**config.mk**
```make
export PLATFORM = sky130hd
export DESIGN_NAME = spis
export DESIGN_NICKNAME = d
export VERILOG_FILES = /design/src/rtl/spi_pkg.sv /design/src/rtl/spis_rxtx.sv /design/src/rtl/spis.sv
export SDC_FILE = /design/constraint.sdc
export NUM_CORES = 1
export LEC_CHECK = 0
export ABC_AREA = 1
export CORE_MARGIN = 10
export CORE_UTILIZATION = 58
export CTS_CLUSTER_DIAMETER = 150
export CTS_CLUSTER_SIZE = 10
export DETAILED_ROUTE_END_ITERATION = 6
export DONT_BUFFER_PORTS = 1
export GPL_ROUTABILITY_DRIVEN = 1
export PLACE_DENSITY = 0.8
export SYNTH_ARGS = -nofsm -noshare
export SYNTH_HDL_FRONTEND = slang
export SYNTH_SLANG_ARGS = --single-unit
```
**constraint.sdc**
```tcl
create_clock -name clk -period 2.1 [get_ports clk]
set_clock_uncertainty 0.2 [all_clocks]
set_input_delay 0.315 -clock clk [delete_from_list [all_inputs] [get_ports clk]]
set_output_delay 0.315 -clock clk [all_outputs]
set_load 0.05 [all_outputs]
```
**src/rtl/spi_pkg.sv**
```systemverilog
// Shared SPI definitions: word width codes, register map, control/status bit
// positions and the serial bit ordering helpers used by spis and spie.
package spi_pkg;

    typedef enum logic [1:0] {
        WIDTH_8     = 2'b00,
        WIDTH_32    = 2'b01,
        WIDTH_16    = 2'b10,
        WIDTH_8_ALT = 2'b11
    } width_e;

    localparam logic ADDR_DATA = 1'b0;
    localparam logic ADDR_CTRL = 1'b1;

    localparam int CTRL_WIDTH_LSB = 4;
    localparam int CTRL_MSB_FIRST = 6;
    localparam int CTRL_CLR_OVR   = 7;

    localparam int STAT_BUSY     = 0;
    localparam int STAT_RX_FULL  = 1;
    localparam int STAT_TX_EMPTY = 2;
    localparam int STAT_OVERRUN  = 3;

    function automatic logic [4:0] last_bit(input width_e w);
        case (w)
            WIDTH_32: return 5'd31;
            WIDTH_16: return 5'd15;
            default:  return 5'd7;
        endcase
    endfunction

    // Word bit carried by serial bit number cnt: bits MSB-first within a byte,
    // bytes LS-first unless msb_first reverses the byte order.
    function automatic logic [4:0] bit_pos(input width_e w, input logic msb_first,
                                           input logic [4:0] cnt);
        logic [4:0] lb;
        logic [1:0] byte_idx;
        lb       = last_bit(w);
        byte_idx = cnt[4:3];
        if (msb_first) byte_idx = lb[4:3] - byte_idx;
        return {byte_idx, ~cnt[2:0]};
    endfunction

endpackage

```
**src/rtl/spis_rxtx.sv**
```systemverilog
// Serial side of the SPI target: cs_n/sclk/mosi synchronisers, edge detection,
// bit counter and the tx/rx word registers.
module spis_rxtx import spi_pkg::*; (
    input  logic        clk,
    input  logic        rst,
    input  logic        cs_n,
    input  logic        sclk,
    input  logic        mosi,
    input  width_e      width,
    input  logic        msb_first,
    input  logic [31:0] tx_word,
    input  logic        tx_full,
    output logic        miso,
    output logic        miso_en,
    output logic        busy,
    output logic        tx_load,
    output logic        rx_done,
    output logic [31:0] rx_word
);
    logic        cs_meta_q, cs_sync_q, cs_prev_q;
    logic        sclk_meta_q, sclk_sync_q, sclk_prev_q;
    logic        mosi_meta_q, mosi_sync_q;
    logic [1:0]  fill_q, fill_d;
    logic        armed_q, armed_d, active_q, active_d;
    logic        miso_q, miso_d, msb_q, msb_d;
    width_e      width_q, width_d;
    logic [4:0]  cnt_q, cnt_d;
    logic [31:0] tx_sh_q, tx_sh_d, rx_sh_q, rx_sh_d, load_word;
    logic        cs_fall, sclk_rise, sclk_fall;

    // NOTE: every flop is written with <= so all registers update together on the edge.
    always_ff @(posedge clk) begin
        if (rst) begin
            {cs_meta_q, cs_sync_q, cs_prev_q}       <= 3'b111;
            {sclk_meta_q, sclk_sync_q, sclk_prev_q} <= 3'b000;
            {mosi_meta_q, mosi_sync_q}              <= 2'b00;
            fill_q   <= 2'b00;
            armed_q  <= 1'b0;
            active_q <= 1'b0;
            miso_q   <= 1'b0;
            msb_q    <= 1'b0;
            width_q  <= WIDTH_8;
            cnt_q    <= '0;
            tx_sh_q  <= '0;
            rx_sh_q  <= '0;
        end else begin
            {cs_meta_q, cs_sync_q, cs_prev_q}       <= {cs_n, cs_meta_q, cs_sync_q};
            {sclk_meta_q, sclk_sync_q, sclk_prev_q} <= {sclk, sclk_meta_q, sclk_sync_q};
            {mosi_meta_q, mosi_sync_q}              <= {mosi, mosi_meta_q};
            fill_q   <= fill_d;
            armed_q  <= armed_d;
            active_q <= active_d;
            miso_q   <= miso_d;
            msb_q    <= msb_d;
            width_q  <= width_d;
            cnt_q    <= cnt_d;
            tx_sh_q  <= tx_sh_d;
            rx_sh_q  <= rx_sh_d;
        end
    end

    // A frame may only start after cs_n has been seen high with a refilled
    // synchroniser, so a reset in mid-frame never fakes a falling edge.
    assign cs_fall   = armed_q & cs_prev_q & ~cs_sync_q;
    assign sclk_rise = sclk_sync_q & ~sclk_prev_q;
    assign sclk_fall = ~sclk_sync_q & sclk_prev_q;
    assign load_word = tx_full ? tx_word : '0;

    // NOTE: all outputs of this block get a default first, so no latches are inferred.
    always_comb begin
        fill_d   = {fill_q[0], 1'b1};
        armed_d  = armed_q | (fill_q[1] & cs_sync_q);
        active_d = active_q;
        miso_d   = miso_q;
        msb_d    = msb_q;
        width_d  = width_q;
        cnt_d    = cnt_q;
        tx_sh_d  = tx_sh_q;
        rx_sh_d  = rx_sh_q;
        tx_load  = 1'b0;
        rx_done  = 1'b0;
        rx_word  = rx_sh_q;
        rx_word[bit_pos(width_q, msb_q, cnt_q)] = mosi_sync_q;

        if (cs_fall) begin
            active_d = 1'b1;
            width_d  = width;
            msb_d    = msb_first;
            cnt_d    = '0;
            tx_sh_d  = load_word;
            rx_sh_d  = '0;
            miso_d   = load_word[bit_pos(width, msb_first, 5'd0)];
            tx_load  = 1'b1;
        end else if (active_q) begin
            if (cs_sync_q) begin
                active_d = 1'b0;
                cnt_d    = '0;
                rx_sh_d  = '0;
                miso_d   = 1'b0;
            end else if (sclk_rise) begin
                if (cnt_q == last_bit(width_q)) begin
                    rx_done = 1'b1;
                    cnt_d   = '0;
                    tx_sh_d = load_word;
                    rx_sh_d = '0;
                    tx_load = 1'b1;
                end else begin
                    cnt_d   = cnt_q + 5'd1;
                    rx_sh_d = rx_word;
                end
            end else if (sclk_fall) begin
                miso_d = tx_sh_q[bit_pos(width_q, msb_q, cnt_q)];
            end
        end
    end

    assign miso    = miso_q;
    assign miso_en = active_q & ~cs_sync_q;
    assign busy    = ~cs_sync_q;

endmodule

```
**src/rtl/spis.sv**
```systemverilog
// SPI target with a two-register bus interface (data, control/status).
// Optional registered interrupt output enabled by defining SPIS_IRQ_EN.
module spis (
    input  logic        clk,
    input  logic        rst,
    input  logic        stb,
    input  logic        we,
    input  logic        addr,
    input  logic [31:0] data_in,
    output logic [31:0] data_out,
    output logic        ack,
    input  logic        cs_n,
    input  logic        sclk,
    input  logic        mosi,
    output logic        miso,
    output logic        miso_en
`ifdef SPIS_IRQ_EN
    ,
    output logic        irq
`endif
);
    import spi_pkg::*;

    logic [31:0] rx_buf_q, rx_buf_d, tx_buf_q, tx_buf_d, rx_word, status;
    logic        rx_full_q, rx_full_d, tx_full_q, tx_full_d, overrun_q, overrun_d;
    logic        msb_q, msb_d;
    width_e      width_q, width_d;
    logic        busy, tx_load, rx_done;
    logic        data_rd, data_wr, stat_rd, ctrl_wr;

    spis_rxtx u_rxtx (
        .clk       (clk),
        .rst       (rst),
        .cs_n      (cs_n),
        .sclk      (sclk),
        .mosi      (mosi),
        .width     (width_q),
        .msb_first (msb_q),
        .tx_word   (tx_buf_q),
        .tx_full   (tx_full_q),
        .miso      (miso),
        .miso_en   (miso_en),
        .busy      (busy),
        .tx_load   (tx_load),
        .rx_done   (rx_done),
        .rx_word   (rx_word)
    );

    always_ff @(posedge clk) begin
        if (rst) begin
            rx_buf_q  <= '0;
            tx_buf_q  <= '0;
            rx_full_q <= 1'b0;
            tx_full_q <= 1'b0;
            overrun_q <= 1'b0;
            msb_q     <= 1'b0;
            width_q   <= WIDTH_8;
        end else begin
            rx_buf_q  <= rx_buf_d;
            tx_buf_q  <= tx_buf_d;
            rx_full_q <= rx_full_d;
            tx_full_q <= tx_full_d;
            overrun_q <= overrun_d;
            msb_q     <= msb_d;
            width_q   <= width_d;
        end
    end

    assign ack     = stb;
    assign data_rd = stb & ~we & (addr == ADDR_DATA);
    assign data_wr = stb &  we & (addr == ADDR_DATA);
    assign stat_rd = stb & ~we & (addr == ADDR_CTRL);
    assign ctrl_wr = stb &  we & (addr == ADDR_CTRL);

    always_comb begin
        status                = '0;
        status[STAT_BUSY]     = busy;
        status[STAT_RX_FULL]  = rx_full_q;
        status[STAT_TX_EMPTY] = ~tx_full_q;
        status[STAT_OVERRUN]  = overrun_q;

        data_out = '0;
        if (data_rd)      data_out = rx_buf_q;
        else if (stat_rd) data_out = status;
    end

    always_comb begin
        rx_buf_d  = rx_buf_q;
        tx_buf_d  = tx_buf_q;
        rx_full_d = rx_full_q;
        tx_full_d = tx_full_q;
        overrun_d = overrun_q;
        msb_d     = msb_q;
        width_d   = width_q;

        if (ctrl_wr) begin
            width_d = width_e'(data_in[CTRL_WIDTH_LSB +: 2]);
            msb_d   = data_in[CTRL_MSB_FIRST];
            if (data_in[CTRL_CLR_OVR]) overrun_d = 1'b0;
        end

        // The shifter already took the old tx_buf this cycle, so a write wins the flag.
        if (data_wr) begin
            tx_buf_d  = data_in;
            tx_full_d = 1'b1;
        end else if (tx_load) begin
            tx_full_d = 1'b0;
        end

        // A read in the completion cycle frees the buffer for the new word.
        if (rx_done) begin
            if (!rx_full_q || data_rd) begin
                rx_buf_d  = rx_word;
                rx_full_d = 1'b1;
            end else begin
                overrun_d = 1'b1;
            end
        end else if (data_rd) begin
            rx_full_d = 1'b0;
        end
    end

`ifdef SPIS_IRQ_EN
    logic irq_q;

    always_ff @(posedge clk) begin
        if (rst) irq_q <= 1'b0;
        else     irq_q <= rx_full_d | overrun_d;
    end

    assign irq = irq_q;
`endif

endmodule
```
# == Word level (Yosys, flattened, before mapping) ==
# Cells that the tools add are included.
# word_totals
reg_bits,155
latch_bits,0
ramBits,0
rom_bits,0
in_bits,40
out_inout_bits,35
elab_cells,141
n_memories,0
# op_classes
addsub,3
mul,0
div_mod_pow,0
n_lt_le_gt_ge,4
n_eq_ne,8
shift,0
mux,65
bitwise,20
reduce_logical,16
# ops
operator,count
2-to-1 mux 32 bit,10
2-to-1 mux 5 bit,12
bitwise mux 32 bit,1
2-to-1 mux 1 bit,27
case mux 5 bit (2 select lines),2
less-than comparator 5 x 6 -> 1 bit (second input constant),3
2-to-1 mux 2 bit,9
AND 1 bit,12
nonzero test 2 bit,6
NOT 1 bit,6
AND reduction 2 bit,3
adder 5 x 1 -> 5 bit (second input constant),1
binary-select mux 1 bit (select 5 bit),1
demux 1 bit (select 5 bit),1
== test 5 bit,1
>= comparator 5 x 1 -> 1 bit (second input constant),1
== test 2 x 1 -> 1 bit (second input constant),2
== test 2 bit (second input constant),2
2-to-1 mux 4 bit,1
AND reduction 4 bit,1
subtractor 2 bit,2
!= test 3 x 1 -> 1 bit (second input constant),1
NOT 3 bit,1
AND reduction 3 bit,1
other kinds (9),9

# == Depth between registers and ports, before layout ==
# Gate-level depths: netlist of run 1.
# logic_depth
ltp_word,21
ltp_mapped,14
mapped_depth_nobuf,13

# == Cells and area by module ==
# Synthesis of run 1 repeated with hierarchy kept, for this count alone.
# hier_totals
cells_unflattened,1130
area_unflattened_um2,7718.7
# modules_own_cells
module,n_inst,cells_each,area_per_inst_um2,seq_area_each_um2
spis_rxtx,1,677,4669.5,1701.6
spis,1,453,3049.2,1401.3

# == Worst setup path before layout of run 1 ==
# OpenSTA, ideal clock, no wires.
# synth_timing
path_kind,reg2reg
from,reg u_rxtx.active_q
to,reg u_rxtx.tx_sh_q[0]
setup_time_ps,147
arrival_ps,1962
required_time_ps,1753
path_slack_ps,-209
stages_incl_launch_ff,11
path_buffers,1
period_less_slack_ps,2309
cell_sequence,dfxtp_1 > inv_1 > nor2_1 > nand2_1 > inv_2 > nand2_1 > nand2_2 > inv_2 > buf_2 > a21oi_1 > a211oi_2
# synth_between
elab_chain_len,2
# synth_lines
item,line_no,source
from (decl),spis_rxtx.sv:24,"logic armed_q, armed_d, active_q, active_d;"
from (signal assigned),spis_rxtx.sv:52,active_q <= active_d;
nonzero test 2 bit (no line),n/a,
AND reduction 4 bit (no line),n/a,
to (signal assigned),spis_rxtx.sv:57,tx_sh_q <= tx_sh_d;
to (decl),spis_rxtx.sv:28,"logic [31:0] tx_sh_q, tx_sh_d, rx_sh_q, rx_sh_d, load_word;"
# Every way passes these cells.
# A chain may end at the register's enable or synchronous reset.

# == Final worst setup path of run 1 ==
# layout_timing
from,reg u_rxtx.width_q[1]
to,reg u_rxtx.rx_sh_q[8]
# layout_between
elab_chain_len,12
elab_cells_between_ends,19
classes_between,add/sub (1); order compare (2); eq/ne (3); mux (12); reduce/logical (1)
# layout_lines
item,line_no,source
from (decl),spis_rxtx.sv:26,"width_e width_q, width_d;"
from (signal assigned),spis_rxtx.sv:55,width_q <= width_d;
== test 2 bit or == test 2 x 1 -> 1 bit (tied branches),spi_pkg.sv:25,case (w)
case mux 5 bit (2 select lines) (*),spi_pkg.sv:25,
subtractor 2 bit,spi_pkg.sv:40,if (msb_first) byte_idx = lb[4:3] - byte_idx;
2-to-1 mux 2 bit,spi_pkg.sv:40,
less-than comparator 5 x 6 -> 1 bit (implied by the code) or >= comparator 5 x 1 -> 1 bit (tied branches),spis_rxtx.sv:83,"rx_word[bit_pos(width_q, msb_q, cnt_q)] = mosi_sync_q;"
logical AND 1 bit (implied by the code),spis_rxtx.sv:83,
2-to-1 mux 1 bit (implied by the code),spis_rxtx.sv:83,
demux 1 bit (select 5 bit),n/a,
bitwise mux 32 bit,spis_rxtx.sv:83,
2-to-1 mux 32 bit (*),spis_rxtx.sv:101,if (cnt_q == last_bit(width_q)) begin
2-to-1 mux 32 bit (*),spis_rxtx.sv:100,end else if (sclk_rise) begin
2-to-1 mux 32 bit (*),spis_rxtx.sv:95,if (cs_sync_q) begin
to (signal assigned),spis_rxtx.sv:58,rx_sh_q <= rx_sh_d;
to (decl),spis_rxtx.sv:28,
# Every way passes the cells marked *; elsewhere a longest branch is shown, timed or not. The select of a mux whose other input is x is not followed.

==> results.sh, run 1 <==
export IMPL_gp_congestion=0.848
export IMPL_grt_first_pass_wirelength_um=34900
export IMPL_fin_hold_ws_ns=-0.254
export IMPL_fin_crit_sh_pct=107
export IMPL_drtIter0Drc=1104
export IMPL_clock_latency_ns=0.44
export IMPL_htreeDepth=4
export IMPL_p_leak_nw=4.09
export IMPL_grt_pass1_vias=7228
export IMPL_synth_nets=1143
export IMPL_path_cells="inv_2 > ha_4 > ha_4 > o21ai_4 > buf_6 > nand3_4 > o21bai_1 > nand3_1 > a21oi_1"
export IMPL_clock_sinks=155
export IMPL_place_hpwl_um=12000
export IMPL_synth_warnings=0
export IMPL_numCtsBuffers=17
export IMPL_core_area_mm2=0.0127
export IMPL_synth_area_leaders="dfxtp_1 41%, nand2_1 12%, inv_1 7.3%"
export IMPL_layout_drive_gt1_share_pct=25.8
export IMPL_synth_edf_count=0
export IMPL_worst_r2r_cell_count=9
export IMPL_min_path_type="input port to register"
export IMPL_finalWorstSetupSlack_ns=-0.141
export IMPL_path_buf_inv=2
export IMPL_final_util_pct=79.6
export IMPL_synth_compound_area_share_pct=17.7
export IMPL_synthXorXnorAreaFrac_pct=0.230
export IMPL_synth_top_area_share_pct=40.8
export IMPL_synth_simple_area_share_pct=27.6
export IMPL_root_buffer="clkbuf_16"
export IMPL_slew_headroom_pct=39.0
export IMPL_tightest_slew_ns=0.915
export IMPL_grt_total_usage_pct=23.1
export IMPL_synth_ff_type="dfxtp_1"
export IMPL_grt_max_degree=70
export IMPL_dieArea_mm2=0.0181
export IMPL_end_kind="register"
export IMPL_critical_path_top_delay_family="compound AO/OA/AOI/OAI gates"
export IMPL_min_period_ns=2.24
export IMPL_synth_async_reset_ratio_pct=0
export IMPL_ios=75
export IMPL_cp_depth=9
export IMPL_dp_cells=1277
export IMPL_setup_viol=68
export IMPL_cpMaxStageDelayCell="dfxtp_2"
export IMPL_clk_path_buf_depth=2
export IMPL_fin_tns_setup_ns=-4.05
export IMPL_via_per_inst=5.76
export IMPL_die_height_um=135
export IMPL_arrival_ns=2.41
export IMPL_postSynthRegisterBits=155
export IMPL_worstHoldPathCells=1
export IMPL_fp_dieW_um=135
export IMPL_synth_top_family_by_area="simple AND/OR/NAND/NOR gates"
export IMPL_initial_core_util_pct=59.8
export IMPL_post_synth_top_count_cell="nand2_1"
export IMPL_vias=7881
export IMPL_clk_pin_slew_worst_paths_ns=0.07
export IMPL_route_detailed_drc=5
export IMPL_cp_max_fo=5
export IMPL_antenna_found_initial=0
export IMPL_wire_per_inst_um=17.1
export IMPL_dpl_cell_area_mm2=0.00815
export IMPL_grt_ovfl_total=0
export IMPL_postRouteAntennaNets=0
export IMPL_yosys_area_share_adder_pct=1.15
export IMPL_p_per_area_mw_per_mm2=676
export IMPL_maxSlewViolCount=0
export IMPL_drv_cap=0
export IMPL_cts_tree="yes"
export IMPL_nNetsFinal=1230
export IMPL_critPathMostFrequentCell="ha_4"
export IMPL_peakVddDrop_uv=762
export IMPL_crit_type="register to register"
export IMPL_fmax_ghz=0.446
export IMPL_synth_cell_type_count=36
export IMPL_area_growth_pct=33.1
export IMPL_wl_um=23400
export IMPL_rsz0062_at_grt="true"
export IMPL_cpPeakStageDelay_ns=0.33
export IMPL_synthesis_area_mm2=0.00761
export IMPL_insertedDiodeCount=0
export IMPL_numPortBuffers=0
export IMPL_dr_pass1_iters=7
export IMPL_rows=41
export IMPL_syn_inst=1096
export IMPL_hold_viol=59
export IMPL_cp_required_ns=2.27
export IMPL_crit_path_start_kind="register"
export IMPL_violations="design-rule violations, negative hold slack, negative setup slack"
export IMPL_muxShareOfSynthArea_pct=0
export IMPL_yosys_top_cells_count="238 x nand2_1, 155 x dfxtp_1, 148 x inv_1"
export IMPL_syn_area_per_cell_um2=6.94
export IMPL_yosysTopAreaCell="dfxtp_1"
export IMPL_fin_area_mm2=0.0101
export IMPL_outcome="finished with violations"
export IMPL_synth_seq_area_share_pct=40.8
export IMPL_final_cells=1368
placed cells by master (no fill, tap or decap), types with 6 or more instances in the layout:
master           n
buf_6           15
nand4_1         33
nand3_1         56
o21ai_0         55
nor2_1         114
nand2_2         22
nand3_2         26
nand2_4          7
a21oi_4          8
nor2_4           6
a21oi_1         48
nand2_1        213
inv_2            6
inv_1          145
clkbuf_16       19
a211oi_2        22
a21oi_2         58
buf_4           68
nor2_2           6
dfxtp_1        150
dlygate4sd3_1   46
layout make-up:
cell class	count	area, um^2
Inverter	157	614
Tap cell	172	215
Clock inverter	15	235
Sequential cell	155	3110
Timing Repair Buffer	140	1380
Clock buffer	17	425
Fill cell	753	2600
Multi-Input combinational cell	712	4150
state kept, by name, indices dropped and copies added (netlist names), 2 cells and up:
name	flops
u_rxtx.width_q	2
tx_buf_q	32
u_rxtx.rx_sh_q	32
u_rxtx.cnt_q	5
rx_buf_q	32
u_rxtx.tx_sh_q	32
u_rxtx.fill_q	2
width_q	2
logic make-up after synthesis:
logic type               Yosys count
AO/OA/AOI/OAI                    209
XOR/XNOR                           2
adder cells (fa/ha/maj)            7
buffers and inverters            230
flip-flops                       155
AND/OR/NAND/NOR                  493
worst reg2reg max path: cells and delay by family (launching register included):
kind                       cells  cell delay (ns)
DFF                            1             0.33
adders and majority gates      2             0.47
buffers and inverters          2             0.20
AOI/OAI and AO/OA              3             0.68
and+or+nand+nor                2             0.28
report_power, final:
part	leakage (nW)	internal, W	switching (W)	total [W]
clock	0.321	0.00214	0.00135	0.00348
combinational	2.52	0.000137	0.000185	0.000322
sequential	1.26	0.00300	0.0000433	0.00304
total	4.09	0.00527	0.00157	0.00685
path summary, 6_finish.rpt:
| kind | start | end | slack, ns |
|---|---|---|---|
| max reg2reg | u_rxtx.width_q[1] | u_rxtx.rx_sh_q[8] | -0.14 |
| max | u_rxtx.width_q[1] | u_rxtx.rx_sh_q[8] | -0.14 |
| min reg2reg | u_rxtx.rx_sh_q[5] | u_rxtx.rx_sh_q[5] | 0.27 |
| min | rst | u_rxtx.tx_sh_q[27] | -0.25 |
stage by stage:
step | worst slack [ns] | power (W)
floorplan | -0.0102 | 0.00327
global placement | -0.161 | 0.00330
CTS | -0.0846 | 0.00678
detailed placement | -0.230 | 0.00331
finish | -0.141 | 0.00685
global route | -0.212 | 0.00698
layer usage:
layer,global-route usage [%],wire length (um),vias up
li1,-,-,3674
met1,28.3,9690,3653
met2,37.9,10900,467
met3,6.05,2050,87
met4,9.31,725,0
met5,0,0,-
repair_timing:
action / 4_1_cts / 5_1_grt
hold buffers: 46 / 1
pin swaps: 21 / 23
cloned: 2 / 4
gates resized for setup: 64 / 102
buffers inserted: 6 / 4
endpoints found under the setup margin: 100 / 103
hold endpoints to repair: 106 / 60
(Power assumes the default switching activity.)
==> run 2: changes to the inputs <==
- CAP_MARGIN: not set -> 20
==> results of run 2 <==
Final layout, timing and power as in run 1 (identical DEF).
==> run 3: changes to the inputs <==
--- a/config.mk
+++ b/config.mk
@@ -9,4 +9,6 @@
 export CAP_MARGIN = 20
+export CELL_PAD_IN_SITES_DETAIL_PLACEMENT = 2
+export CELL_PAD_IN_SITES_GLOBAL_PLACEMENT = 2
 export CORE_MARGIN = 10
-export CORE_UTILIZATION = 58
+export CORE_UTILIZATION = 32
 export CTS_CLUSTER_DIAMETER = 150
@@ -16,3 +18,3 @@
 export GPL_ROUTABILITY_DRIVEN = 1
-export PLACE_DENSITY = 0.8
+export PLACE_DENSITY = 0.79
 export SYNTH_ARGS = -nofsm -noshare
==> constraint.sdc (replaced) <==
create_clock -name clk -period 2.1 [get_ports clk]
set_clock_uncertainty 0.2 [all_clocks]
set_input_delay 0.42 -clock clk [delete_from_list [all_inputs] [get_ports clk]]
set_output_delay 0.42 -clock clk [all_outputs]
set_load 0.05 [all_outputs]
==> results.sh, run 3 (synthesized netlist as in run 1, its figures left out) <==
export IMPL_outcome="finished with violations"
export IMPL_violations="negative hold slack, negative setup slack"
export IMPL_arrival_ns=2.77
export IMPL_crit_type="register to register"
export IMPL_layout_common_cells="170 x nand2_1, 152 x dfxtp_1, 134 x inv_1"
export IMPL_dr_pass1_iters=5
export IMPL_grt_pass1_vias=9773
export IMPL_clk_pin_slew_worst_paths_ns=0.09
export IMPL_numCtsBuffers=17
export IMPL_via_per_inst=5.90
export IMPL_crit_path_start_kind="register"
export IMPL_slew_headroom_pct=31.2
export IMPL_clock_latency_ns=0.49
export IMPL_peakVddDrop_uv=794
export IMPL_met2_usage_pct=45.1
export IMPL_grt_busiest_layer="met2"
export IMPL_antenna_found_initial=0
export IMPL_core_area_mm2=0.0234
export IMPL_gp_congestion=0.784
export IMPL_area_growth_pct=56.3
export IMPL_clock_sinks=155
export IMPL_final_common_cell="nand2_1"
export IMPL_finalWorstSetupSlack_ns=-0.504
export IMPL_setup_viol=102
export IMPL_ios=75
export IMPL_cp_max_fo=9
export IMPL_end_kind="register"
export IMPL_fp_dieW_um=174
export IMPL_initial_core_util_pct=32.5
export IMPL_tightest_slew_ns=1.03
export IMPL_maxSlewViolCount=0
export IMPL_path_cells="inv_2 > ha_4 > inv_1 > nand2_1 > buf_4 > a21oi_4 > buf_6 > nor2_4 > buf_12 > buf_12 > buf_16 > nand3_2 > a21oi_2"
export IMPL_postRouteAntennaNets=0
export IMPL_wire_per_inst_um=32.3
export IMPL_route_detailed_drc=0
export IMPL_wl_um=50100
export IMPL_cts_hold_buf=43
export IMPL_cts_tree="yes"
export IMPL_grt_use_met1_pct=30.4
export IMPL_gr_usage_met3_pct=6.70
export IMPL_fmax_ghz=0.384
export IMPL_place_hpwl_um=17100
export IMPL_fin_crit_sh_pct=124
export IMPL_fin_tns_setup_ns=-33.64
export IMPL_p_per_area_mw_per_mm2=588
export IMPL_rsz0062_at_grt="true"
export IMPL_die_height_um=174
export IMPL_drv_cap=0
export IMPL_rows=56
export IMPL_worstHoldPathCells=1
export IMPL_htreeDepth=4
export IMPL_insertedDiodeCount=0
export IMPL_grt_total_usage_pct=26.6
export IMPL_cpPeakStageDelay_ns=0.35
export IMPL_critPathMostFrequentCell="buf_12"
export IMPL_worst_r2r_cell_count=13
export IMPL_vias=9132
export IMPL_numPortBuffers=0
export IMPL_cp_required_ns=2.26
export IMPL_dieArea_mm2=0.0303
export IMPL_fin_hold_ws_ns=-0.181
export IMPL_root_buffer="clkbuf_16"
export IMPL_grt_first_pass_wirelength_um=62600
export IMPL_nNetsFinal=1264
export IMPL_clk_path_buf_depth=2
export IMPL_layout_drive_gt1_share_pct=37.1
export IMPL_min_period_ns=2.60
export IMPL_drtIter0Drc=775
export IMPL_cpMaxStageDelayCell="dfxtp_2"
export IMPL_min_path_type="input port to register"
export IMPL_hold_viol=42
export IMPL_grt_max_degree=70
export IMPL_p_leak_nw=4.48
export IMPL_grt_ovfl_total=0
export IMPL_p_total_w=0.00700
run 3: routing by layer:
| metal | up-vias | part of all wire (%) |
|---|---|---|
| li1 | 3736 | - |
| met4 | 0 | 5.5 |
| met1 | 4657 | 39 |
| met3 | 203 | 6.5 |
| met2 | 536 | 49 |
| met5 | - | 0 |
run 3: layout make-up:
cell class / instances / area [um^2]
flip-flops and latches: 155 / 3110
repair inverters: 4 / 58.8
fillers: 2498 / 11500
well taps: 319 / 399
inverters: 157 / 628
clock inverters: 12 / 163
repair buffers: 171 / 2180
clock buffers: 20 / 447
multi-input cells: 711 / 4910
run 3: per-stage QoR:
step                      instance area (um^2)  hold WS (ns)  instances  worst slack [ns]  util, %
after global placement                    8600         0.190       1427            -0.138     36.7
after detailed placement                  8600         0.205       1427            -0.266     36.7
after CTS                                10600        -0.147       1528            -0.175     45.2
after floorplan                           7680         0.188       1096            -0.166        -
after global routing                     11900        -0.195       1549            -0.550     50.8
final                                    11900        -0.181       1549            -0.504     50.8
run 3: path summary, 6_finish.rpt:
check,from,end,slack (ns)
setup / recovery,u_rxtx.width_q[1],u_rxtx.rx_sh_q[27],-0.50
hold / removal,rst,overrun_q,-0.18
setup reg to reg,u_rxtx.width_q[1],u_rxtx.rx_sh_q[27],-0.50
hold reg to reg,u_rxtx.rx_sh_q[31],u_rxtx.rx_sh_q[31],0.31
run 3: worst max-delay path: cells and delay by family (launching register included):
family | cells | cell delay (ns)
fa+ha+maj | 1 | 0.16
buf+inv | 7 | 0.87
flops | 1 | 0.35
simple gates | 3 | 0.49
compound gates | 2 | 0.39
run 3: repair_timing:
| action | 4_1_cts | 5_1_grt |
|---|---|---|
| pin swaps | 37 | 56 |
| endpoints found under the hold margin | 103 | 55 |
| setup endpoints to repair | 102 | 103 |
| gates resized for setup | 121 | 246 |
| gates cloned | 14 | 7 |
| setup buffers | 15 | 15 |
run 3: power breakdown:
group	switching, W	total, W	internal [W]
clock	0.00157	0.00348	0.00192
combinational	0.000283	0.000450	0.000167
sequential	0.0000636	0.00306	0.00300
total	0.00191	0.00700	0.00508
